**src/rtl/display_pkg.sv**
```systemverilog
// display_pkg: shared definitions for the BCD display engine.
//   - Seven-segment patterns (active-high, bit order a..g = [0]..[6]) for 0-9, dash, off.
//   - idig(width): scratch BCD nibble count for an iterative double-dabble on width+1 bits.
//   - state_e: conversion FSM states.
package display_pkg;

    localparam logic [6:0] SEG_0    = 7'b0111111;
    localparam logic [6:0] SEG_1    = 7'b0000110;
    localparam logic [6:0] SEG_2    = 7'b1011011;
    localparam logic [6:0] SEG_3    = 7'b1001111;
    localparam logic [6:0] SEG_4    = 7'b1100110;
    localparam logic [6:0] SEG_5    = 7'b1101101;
    localparam logic [6:0] SEG_6    = 7'b1111101;
    localparam logic [6:0] SEG_7    = 7'b0000111;
    localparam logic [6:0] SEG_8    = 7'b1111111;
    localparam logic [6:0] SEG_9    = 7'b1101111;
    localparam logic [6:0] SEG_DASH = 7'b1000000;
    localparam logic [6:0] SEG_OFF  = 7'b0000000;

    // Enough nibbles for the largest magnitude of width+1 bits.
    function automatic int unsigned idig(input int unsigned width);
        return (3 * width) / 10 + 2;
    endfunction

    typedef enum logic [1:0] {
        StIdle,
        StShift,
        StFinish
    } state_e;

endpackage

```
**src/rtl/seg7_encoder.sv**
```systemverilog
// seg7_encoder: combinational BCD nibble to seven-segment pattern.
//   nibble  in   4  BCD digit; codes 10..15 map to unlit
//   pattern out  7  segments a..g = [0]..[6], polarity set by ACTIVE_LOW
module seg7_encoder
    import display_pkg::*;
#(
    parameter int unsigned ACTIVE_LOW = 1
) (
    input  logic [3:0] nibble,
    output logic [6:0] pattern
);

    logic [6:0] lit;

    always_comb begin
        lit = SEG_OFF;
        case (nibble)
            4'd0:    lit = SEG_0;
            4'd1:    lit = SEG_1;
            4'd2:    lit = SEG_2;
            4'd3:    lit = SEG_3;
            4'd4:    lit = SEG_4;
            4'd5:    lit = SEG_5;
            4'd6:    lit = SEG_6;
            4'd7:    lit = SEG_7;
            4'd8:    lit = SEG_8;
            4'd9:    lit = SEG_9;
            default: lit = SEG_OFF;
        endcase
        pattern = (ACTIVE_LOW != 0) ? ~lit : lit;
    end

endmodule

```
**src/rtl/bcd_display_engine.sv**
```systemverilog
// bcd_display_engine: sequential binary-to-decimal seven-segment driver.
// Accepts a WIDTH-bit value over valid/ready, converts one bit per cycle by
// double-dabble, then registers BCD digits, segments, overflow and sign flags.
//   clock, reset      rising-edge clock, synchronous active-high reset
//   in_valid/in_ready input handshake; ready only while idle
//   binary            value to display (two's complement when SIGNED=1)
//   segments          7*DIGITS, digit k at [7k+6:7k], k=0 is ones
//   bcd               4*DIGITS registered BCD magnitude, k=0 is ones
//   out_valid         one-cycle pulse when outputs update
//   overflow          result did not fit in DIGITS (sign included)
//   negative          result was negative (SIGNED=1 only)
module bcd_display_engine
    import display_pkg::*;
#(
    parameter int unsigned WIDTH       = 32,
    parameter int unsigned DIGITS      = 8,
    parameter int unsigned SIGNED      = 0,
    parameter int unsigned BLANK_ZEROS = 1,
    parameter int unsigned ACTIVE_LOW  = 1
) (
    input  logic                  clock,
    input  logic                  reset,
    input  logic                  in_valid,
    output logic                  in_ready,
    input  logic [WIDTH-1:0]      binary,
    output logic [7*DIGITS-1:0]   segments,
    output logic [4*DIGITS-1:0]   bcd,
    output logic                  out_valid,
    output logic                  overflow,
    output logic                  negative
);

    localparam int unsigned IDIG = idig(WIDTH);
    // Scratch view padded so every displayed digit has a nibble even when IDIG < DIGITS.
    localparam int unsigned EDIG = (IDIG > DIGITS) ? IDIG : DIGITS;
    localparam int unsigned CW   = $clog2(WIDTH + 1);

    localparam logic [6:0] PAT_DASH = (ACTIVE_LOW != 0) ? ~SEG_DASH : SEG_DASH;
    localparam logic [6:0] PAT_OFF  = (ACTIVE_LOW != 0) ? ~SEG_OFF : SEG_OFF;
    localparam logic [7*DIGITS-1:0] ALL_OFF = {DIGITS{PAT_OFF}};

    state_e             state_q, state_d;
    logic [CW-1:0]      count_q;
    logic [WIDTH-1:0]   mag_q;
    logic [4*IDIG-1:0]  scratch_q;
    logic               sign_q;

    logic               sign_in;
    logic [WIDTH-1:0]   mag_in;
    logic [4*IDIG-1:0]  adj;
    logic [4*EDIG-1:0]  bcd_ext;
    logic [7*DIGITS-1:0] enc_pat;
    logic [7*DIGITS-1:0] seg_next;
    logic               ovf;
    int unsigned        ms;
    int unsigned        sign_pos;

    // FSM state register
    always_ff @(posedge clock) begin
        if (reset) state_q <= StIdle;
        else       state_q <= state_d;
    end

    always_comb begin
        state_d  = state_q;
        in_ready = 1'b0;
        case (state_q)
            StIdle: begin
                in_ready = ~reset;
                if (in_valid) state_d = StShift;
            end
            StShift:  if (count_q == CW'(1)) state_d = StFinish;
            StFinish: state_d = StIdle;
            default:  state_d = StIdle;
        endcase
    end

    // Input magnitude; negating in WIDTH bits is exact for -2^(WIDTH-1) read unsigned.
    always_comb begin
        sign_in = (SIGNED != 0) && binary[WIDTH-1];
        mag_in  = sign_in ? (WIDTH'(0) - binary) : binary;
    end

    // Add-3 correction applied before each shift.
    always_comb begin
        adj = scratch_q;
        for (int unsigned k = 0; k < IDIG; k++) begin
            if (scratch_q[4*k +: 4] >= 4'd5) adj[4*k +: 4] = scratch_q[4*k +: 4] + 4'd3;
        end
    end

    always_comb begin
        bcd_ext              = '0;
        bcd_ext[4*IDIG-1:0]  = scratch_q;
    end

    for (genvar k = 0; k < DIGITS; k++) begin : g_enc
        seg7_encoder #(
            .ACTIVE_LOW(ACTIVE_LOW)
        ) u_enc (
            .nibble (bcd_ext[4*k +: 4]),
            .pattern(enc_pat[7*k +: 7])
        );
    end

    // Blanking, sign placement and overflow from the finished scratch.
    always_comb begin
        ms  = 0;
        ovf = 1'b0;
        for (int unsigned k = 1; k < DIGITS; k++) begin
            if (bcd_ext[4*k +: 4] != 4'd0) ms = k;
        end
        for (int unsigned k = DIGITS; k < EDIG; k++) begin
            if (bcd_ext[4*k +: 4] != 4'd0) ovf = 1'b1;
        end
        // Sign needs a digit above the magnitude in either blanking mode.
        if (sign_q && (ms >= DIGITS - 1)) ovf = 1'b1;
        sign_pos = (BLANK_ZEROS != 0) ? ms + 1 : DIGITS - 1;
        seg_next = '0;
        for (int unsigned k = 0; k < DIGITS; k++) begin
            if (ovf)                                  seg_next[7*k +: 7] = PAT_DASH;
            else if (sign_q && (k == sign_pos))       seg_next[7*k +: 7] = PAT_DASH;
            else if ((BLANK_ZEROS != 0) && (k > ms))  seg_next[7*k +: 7] = PAT_OFF;
            else                                      seg_next[7*k +: 7] = enc_pat[7*k +: 7];
        end
    end

    always_ff @(posedge clock) begin
        if (reset) begin
            count_q   <= '0;
            mag_q     <= '0;
            scratch_q <= '0;
            sign_q    <= 1'b0;
            segments  <= ALL_OFF;
            bcd       <= '0;
            out_valid <= 1'b0;
            overflow  <= 1'b0;
            negative  <= 1'b0;
        end else begin
            out_valid <= 1'b0;
            case (state_q)
                StIdle: begin
                    if (in_valid) begin
                        scratch_q <= '0;
                        mag_q     <= mag_in;
                        sign_q    <= sign_in;
                        count_q   <= CW'(WIDTH);
                    end
                end
                StShift: begin
                    scratch_q <= {adj[4*IDIG-2:0], mag_q[WIDTH-1]};
                    mag_q     <= {mag_q[WIDTH-2:0], 1'b0};
                    count_q   <= count_q - 1'b1;
                end
                StFinish: begin
                    segments  <= seg_next;
                    bcd       <= bcd_ext[4*DIGITS-1:0];
                    overflow  <= ovf;
                    negative  <= sign_q;
                    out_valid <= 1'b1;
                end
                default: ;
            endcase
        end
    end

endmodule
```
**config.mk**
```make
export PLATFORM = sky130hd
export DESIGN_NAME = bcd_display_engine
export DESIGN_NICKNAME = d
export VERILOG_FILES = /design/src/rtl/display_pkg.sv /design/src/rtl/seg7_encoder.sv /design/src/rtl/bcd_display_engine.sv
export SDC_FILE = /design/constraint.sdc
export NUM_CORES = 1
export LEC_CHECK = 0
export ABC_AREA = 1
export CORE_MARGIN = 3
export CORE_UTILIZATION = 45
export CTS_CLUSTER_DIAMETER = 60
export DETAILED_ROUTE_END_ITERATION = 16
export PLACE_DENSITY = 0.79
export SYNTH_ARGS = -nofsm -noshare
export SYNTH_HDL_FRONTEND = slang
export SYNTH_SLANG_ARGS = --single-unit
```
**constraint.sdc**
```tcl
create_clock -name clock -period 2.2 [get_ports clock]
set_input_delay 0.66 -clock clock [delete_from_list [all_inputs] [get_ports clock]]
set_output_delay 0.66 -clock clock [all_outputs]
set_load 0.05 [all_outputs]
```
==> results.toml, run 1 <==
[timing]
hold_violations = 0
tns_ns = 0
setup_violations = 0
fmax_ghz = 0.478
rsz0062_at_grt = "true"
period_minus_slack_ns = 2.09
relSlewSlack_pct = 66.0
slew_viol_final = 0
worstMarginPinSlew_ns = 0.504
final.period_utilization_pct = 95.2
clock_skew_ns = 0.0178

[floorplanning]
core_sq_um = 23600
die_x_microns = 161
die_h_microns = 161
initial_core_util_pct = 46.0
dieArea_sq_um = 26100
rows = 56
io-pin-count = 127

[critical_path]
cp.buffers_inverters = 1
critPathLaunchType = "register"
critPathMaxStageDelay_ns = 0.54
crit_chain = "dlygate4sd2_1"
worst_setup_path_end_kind = "primary output"
arrival_ns = 1.43
crit_type = "register to primary output"
critPathRequiredTime_ns = 1.54
cp_max_fo = 2
path_delay_family = "buffers and inverters"
slowest_stage = "dlygate4sd2_1"

[synth]
synth_cell_types = 40
synth_most_common_cell = "nand2_1"
synth_area_sq_um = 10900
ys_async_sr_fraction_pct = 0
synth.area.top_cells = "dfxtp_1 (42%), nand2_1 (16%), ha_1 (8.7%)"
post_synth.cell_area_avg_sq_um = 7.38
syn_inst = 1473
synth_area_leader_cell = "dfxtp_1"
synth_edf_count = 0
synth-seq-area-share_pct = 42.3
synth_seq_cells = 230
syn-num-nets = 1584
synth_top_area_share_pct = 42.3
synth.top_cells.by_count = "nand2_1 (459), dfxtp_1 (230), inv_1 (147)"
synth_warnings = 0
synth_ff_type = "dfxtp_1"

[layout]
areaGrowthSynthToFinish_pct = 24.9
n_fill_cell = 2142
antenna_cells = 0
drive_gt1_share_pct = 14.5
multi_input_area_sq_um = 5440
finish.net_count = 1744
utilization_pct = 57.5
final-seq-area_sq_um = 4610

[route]
via_per_inst = 5.07
dr.pass1.iters = 8
drt-initial-drc-count = 674
via_count = 9991
ant_nets = 0
route.detailed.drc = 0
wl_per_cell_microns = 13.6
routed_wirelength_mm = 26.9

[grt]
grtUsageMet1_pct = 25.5
globalRouteTotalUtil_pct = 20.2
grt_pass1_vias = 9576
grt_antenna_before_repair = 0
met3_usage_pct = 2.87
overflow = 0
grt_pass1_wl_mm = 44.9
grt_most_used_layer = "met2"
grt_max_degree = 112
use_met2_pct = 36.1

[job]
maxCapViolCount = 0

[worst_hold_path]
hold_path_class = "register to register"

[placed_design]
dp_hpwl_mm = 18.3
port_buffers = 125
gp_congestion = 0.892

[clocking]
cts_max_level = 1
cts_buffers = 25
cts.sinks = 230
cts_root_buf = "clkbuf_16"
clockBufferDepth = 3
clk_latency_ns = 0.52
cts_tree = "built"
clkTransAtPathRegs_ns = 0.06

[power]
max-vdd-ir-drop_v = 0.000522
p_total_mw = 9.35
power_density_nw_per_um2 = 689
leakagePower_nw = 6.24

[status]
status = "completed"
-- cell usage in the layout, fill, tap and decap left out, types with 6 or more instances in the layout --
master             n
buf_4            112
a21oi_2           17
a22oi_1            6
inv_2             11
nand2_4            7
dlygate4sd2_1     42
ha_1              76
dfxtp_2            7
nand3_1          113
nand2_1          455
nand3_2            8
o21ai_0          109
a21oi_1           87
inv_1            146
o21ai_1           15
a31oi_1           19
clkbuf_16         25
dfxtp_1          223
nand4_1           24
nor2_1            37
clkdlybuf4s50_1   33
nand2_2           15
-- final timing paths --
check / cells past startpoint / slack [ns] / to / start
max: 1 / 0.11 / bcd[12] / bcd[12]
min reg2reg: 1 / 0.44 / segments[6] / g_enc[0].u_enc.lit[6]
max reg2reg: 13 / 0.14 / g_enc[7].u_enc.lit[5] / state_q[1]
min: 1 / 0.44 / segments[6] / g_enc[0].u_enc.lit[6]
-- report_power, final --
part / internal, mW / switching (mW) / total, mW
logic: 0.247 / 0.428 / 0.675
clock network: 2.70 / 1.68 / 4.38
registers: 4.25 / 0.0481 / 4.29
-- layer usage --
metal	wire (microns)	up-vias	part of all wire, %
met2	12900	259	48
met3	1470	49	5.5
li1	-	5094	-
met4	603	0	2.2
met1	11900	4589	44
met5	0	-	0
-- final cells by class --
| type | instances | share of cell area (%) |
|---|---|---|
| multi-input combinational | 1023 | 40.0 |
| sequential | 230 | 34.0 |
| timing repair buffer | 193 | 12.2 |
| clock buffer | 34 | 5.15 |
| inverter | 160 | 4.47 |
| tap | 319 | 2.94 |
| clock inverter | 11 | 1.24 |
-- cell families (layout without fill, tap and decap cells) --
kind of cell    after synthesis  count (layout)  synth area share (%)
fa+ha+maj                    76              76                  8.75
compound gates              270             270                  13.7
other cells                   1               1                0.0345
simple gates                673             673                  26.7
flops                       230             230                  42.3
buf+inv                     220             398                  8.22
xor+xnor                      3               3                 0.242
-- registers in the layout (all words and copies together) (netlist names) --
register and count:
mag_q 32, segments 56, bcd 32, count_q 6, state_q 2, bcd_ext 44, overflow 1, out_valid 1
g_enc.u_enc.lit 56
-- stage by stage --
stage	instances	hold WS, ns	cell area, sq um	worst slack (ns)
5_1_grt	1970	0.460	13600	-0.0296
2_1_floorplan	1473	0.389	10900	-0.00792
6_report	1970	0.441	13600	0.106
3_3_place_gp	1924	0.425	12700	-0.426
4_1_cts	1969	0.438	13500	0.0206
3_5_place_dp	1924	0.429	12700	-0.487
-- timing repair --
item,CTS,global route
resized for setup,43,22
hold buffers,0,0
buffers inserted,0,1
pin swaps,0,3
endpoints found under the setup margin,45,48
Power figures use the tool's default switching activity.
==> inputs of run 2 (changes only) <==
CORE_UTILIZATION = 51   (was 45)
GPL_ROUTABILITY_DRIVEN = 0   (was default)
PLACE_DENSITY = 0.87   (was 0.79)
==> run 2 against run 1 <==
Compared with the run above: clock-buffer cell count is 1 higher; critical path depth is 2 higher; non-clock buffer count is the same; routed wire length is 2.9% higher; via count increased by 1.8%; first-iteration DRC count is 5.8% lower; highest routed layer unchanged; clock power is 12% lower; critical path type unchanged; final cell count down 2.6%; global-route usage rose by 2.7 points; register-to-register slack worse by 0.02 ns.
==> results.toml, run 2 (synthesized netlist as in run 1, its figures left out) <==
[status]
status = "completed"

[critical_path]
worst_setup_path_end_kind = "primary output"
arrival_ns = 1.45
critPathLaunchType = "register"
critPathRequiredTime_ns = 1.54
crit_type = "register to primary output"
cp_max_fo = 3

[timing]
final.period_utilization_pct = 95.7
setup_violations = 0
period_minus_slack_ns = 2.11
fmax_ghz = 0.475
clock_skew_ns = 0.00819
slew_viol_final = 0
relSlewSlack_pct = 63.9
hold_violations = 0
worstMarginPinSlew_ns = 0.536
setup_ws_ns = 0.0943
fin_hold_ws_ns = 0.423

[floorplanning]
core_sq_um = 20600
initial_core_util_pct = 52.9
rows = 52
die_h_microns = 152
io-pin-count = 127
die_x_microns = 152
dieArea_sq_um = 23100

[placed_design]
pre_cts_ws_ns = -0.455
port_buffers = 125
placed_area_sq_um = 12700
dp_hpwl_mm = 18.8

[clocking]
clk_latency_ns = 0.51
clockBufferDepth = 3
cts_max_level = 1
cts_buffers = 25
cts_tree = "built"
cts.sinks = 230
cts_root_buf = "clkbuf_16"
post_cts_buffers = 0
clkTransAtPathRegs_ns = 0.06

[power]
leakagePower_nw = 6.17
max-vdd-ir-drop_v = 0.000553
power_density_nw_per_um2 = 657
p_total_mw = 8.82

[route]
via_per_inst = 5.30
wl_per_cell_microns = 14.4
route.detailed.drc = 0
dr.pass1.iters = 6
ant_nets = 0
routed_wirelength_mm = 27.7
via_count = 10174
drt-initial-drc-count = 635

[layout]
areaGrowthSynthToFinish_pct = 23.5
n_fill_cell = 1621
final_common_cell = "nand2_1"
final_area_sq_um = 13400
antenna_cells = 0
finish.net_count = 1744
drive_gt1_share_pct = 14.7
utilization_pct = 65.3
layout_common_cells = "nand2_1 (453), dfxtp_1 (224), inv_1 (142)"

[grt]
grt_max_degree = 112
grt_pass1_vias = 9874
grt_pass1_wl_mm = 46.0
grt_antenna_before_repair = 0
globalRouteTotalUtil_pct = 22.9
overflow = 0

[worst_hold_path]
hold_path_class = "register to register"

[job]
maxCapViolCount = 0
run 2: critical path, stage by stage (launching register included):
cell,delay (ns)
dfxtp_1,0.35
buf_4,0.17
nor3_4,0.19
buf_4,0.22
run 2: per-stage QoR:
stage | cells | TNS (ns)
after floorplan | 1473 | -0.00792
after global placement | 1876 | -16.27
after detailed placement | 1876 | -18.86
after CTS | 1919 | 0
after global routing | 1919 | -0.0447
final | 1919 | 0
run 2: what timing repair did:
| action | in CTS | in global routing |
|---|---|---|
| gates resized for setup | 45 | 32 |
| hold buffers | 0 | 0 |
| setup endpoints to repair | 46 | 68 |
| pin swaps | 0 | 4 |
run 2: layout make-up:
class / count / area [sq um] / area share [%]
clock buffers: 35 / 703 / 5.24
clock inverters: 8 / 48.8 / 0.363
inverters: 160 / 604 / 4.50
multi-input cells: 1023 / 5470 / 40.7
flip-flops and latches: 230 / 4610 / 34.4
well taps: 270 / 338 / 2.52
repair buffers: 193 / 1650 / 12.3
run 2: power by group:
part | internal [mW] | switching [mW]
Sequential | 4.25 | 0.0497
Combinational | 0.242 | 0.429
Clock | 2.22 | 1.64
run 2: metal layers:
layer  vias to the layer above  global-route usage (%)  wire [microns]
li1                       5095                       -               -
met4                         0                    7.53             911
met3                        78                    3.04            1430
met2                       301                    41.9           13700
met1                      4700                    27.6           11600
met5                         -                       0               0
run 2: path summary, 6_finish.rpt:
check / start / to / slack, ns / depth (start not counted)
setup reg to reg: bcd_ext[8] / g_enc[2].u_enc.lit[5] / 0.12 / 15
hold reg to reg: g_enc[0].u_enc.lit[6] / segments[6] / 0.42 / 1
hold / removal: g_enc[0].u_enc.lit[6] / segments[6] / 0.42 / 1
setup / recovery: state_q[0] / in_ready / 0.09 / 3
==> inputs of run 3 (changes only) <==
SKIP_CTS_REPAIR_TIMING = 1   (was default)
==> run 3 against run 2 <==
Compared with the run above: sequential cell count unchanged; routed wire length up 0.38%; clock-buffer cell count did not move; via count increased by 0.41%; first-iteration DRC count rose by 4.3%; sequential power barely moved; critical path type unchanged; highest routed layer unchanged.
==> results.toml, run 3 (synthesized netlist as in run 1, its figures left out) <==
[status]
status = "completed"

[timing]
slew_viol_final = 0
tns_ns = 0
final.period_utilization_pct = 95.8
relSlewSlack_pct = 64.4
period_minus_slack_ns = 2.11
setup_violations = 0
fmax_ghz = 0.474
fin_hold_ws_ns = 0.422
clock_skew_ns = 0.00857
hold_violations = 0
worstMarginPinSlew_ns = 0.530

[critical_path]
critPathLaunchType = "register"
critPathRequiredTime_ns = 1.54
arrival_ns = 1.45
r2r-start = "bcd_ext[8]"
crit_chain = "buf_4 > nor3_4 > buf_4"
cp_max_fo = 3
crit_path_end = "in_ready"
reg2reg_slack_ns = 0.12
worst_setup_path_end_kind = "primary output"
reg2reg_to = "g_enc[2].u_enc.lit[5]"
crit_top_cell = "buf_4"
slowest_stage = "dfxtp_1"
critPathMaxStageDelay_ns = 0.35
rr_worst_depth = 15
crit_type = "register to primary output"
crit_start = "state_q[0]"

[grt]
overflow = 0
grt_pass1_vias = 9870
grt_antenna_before_repair = 0
grt_pass1_wl_mm = 46.0
grt_max_degree = 112
globalRouteTotalUtil_pct = 22.9

[floorplanning]
rows = 52
initial_core_util_pct = 52.9
io-pin-count = 127
die_h_microns = 152
dieArea_sq_um = 23100
core_sq_um = 20600
die_x_microns = 152

[clocking]
clkTransAtPathRegs_ns = 0.06
clockBufferDepth = 3
cts.sinks = 230
cts_tree = "built"
cts_buffers = 25
clk_latency_ns = 0.51
cts_root_buf = "clkbuf_16"
cts_max_level = 1

[worst_hold_path]
hold_path_class = "register to register"

[placed_design]
placed_area_sq_um = 12700
dp_hpwl_mm = 18.8
port_buffers = 125
dp.cells = 1876

[route]
wl_per_cell_microns = 14.5
dr.pass1.iters = 5
drt-initial-drc-count = 662
routed_wirelength_mm = 27.8
route.detailed.drc = 0
via_per_inst = 5.32
ant_nets = 0
via_count = 10216

[layout]
n_fill_cell = 1578
multi_input_area_sq_um = 5470
final-seq-area_sq_um = 4610
areaGrowthSynthToFinish_pct = 25.0
layout_common_cells = "nand2_1 (453), dfxtp_1 (224), inv_1 (142)"
finish.net_count = 1744
fin_cells = 1919
final_area_sq_um = 13600
final_common_cell = "nand2_1"
drive_gt1_share_pct = 14.7
antenna_cells = 0

[power]
max-vdd-ir-drop_v = 0.000554
p_total_mw = 8.83
power_density_nw_per_um2 = 650
leakagePower_nw = 6.42

[job]
maxCapViolCount = 0
[run 3: changes by cell type in the layout (fill, tap and decap cells not counted)]
cell,previous run,this run
dlygate4sd2_1,44,0
dlymetal6s2s_1,0,44
[run 3: critical path: cells and delay by family (launching register included)]
kind / cells / cell delay, ns
buffers and inverters: 2 / 0.40
flip-flops: 1 / 0.35
AND/OR/NAND/NOR: 1 / 0.20
[run 3: layer usage]
| layer | GRT usage [%] | wire [microns] | up-vias |
|---|---|---|---|
| li1 | - | - | 5093 |
| met1 | 27.7 | 11500 | 4739 |
| met2 | 41.8 | 13800 | 306 |
| met3 | 3.04 | 1480 | 78 |
| met4 | 7.53 | 915 | 0 |
| met5 | 0 | 0 | - |
[run 3: final cells by class]
type	count	area share [%]
Multi-Input combinational cell	1023	40.2
Sequential cell	230	33.9
Timing Repair Buffer	193	13.4
Clock buffer	35	5.17
Inverter	160	4.45
Tap cell	270	2.49
Clock inverter	8	0.359
[run 3: where the power goes]
group          total [mW]  switching (mW)  internal, mW
combinational       0.675           0.429         0.247
clock                3.86            1.64          2.22
sequential           4.30          0.0499          4.25
total                8.83            2.12          6.71
[run 3: worst min-delay path by stage]
stage / from / end / slack, ns / depth (start not counted)
finish: g_enc[0].u_enc.lit[6] / segments[6] / 0.42 / 1
global route: g_enc[0].u_enc.lit[6] / segments[6] / 0.45 / 1
detailed placement: g_enc[0].u_enc.lit[6] / segments[6] / 0.42 / 1
global placement: g_enc[0].u_enc.lit[6] / segments[6] / 0.42 / 1
CTS: g_enc[0].u_enc.lit[6] / segments[6] / 0.42 / 1
floorplan: g_enc[0].u_enc.lit[6] / segments[6] / 0.39 / 1
[run 3: stage by stage]
| stage | util, % | setup WS [ns] |
|---|---|---|
| 3_5_place_dp | 61.6 | -0.455 |
| 4_1_cts | 65.2 | -0.191 |
| 3_3_place_gp | 61.6 | -0.391 |
| 2_1_floorplan | - | -0.00792 |
| 5_1_grt | 66.1 | -0.0243 |
| 6_report | 66.1 | 0.0923 |
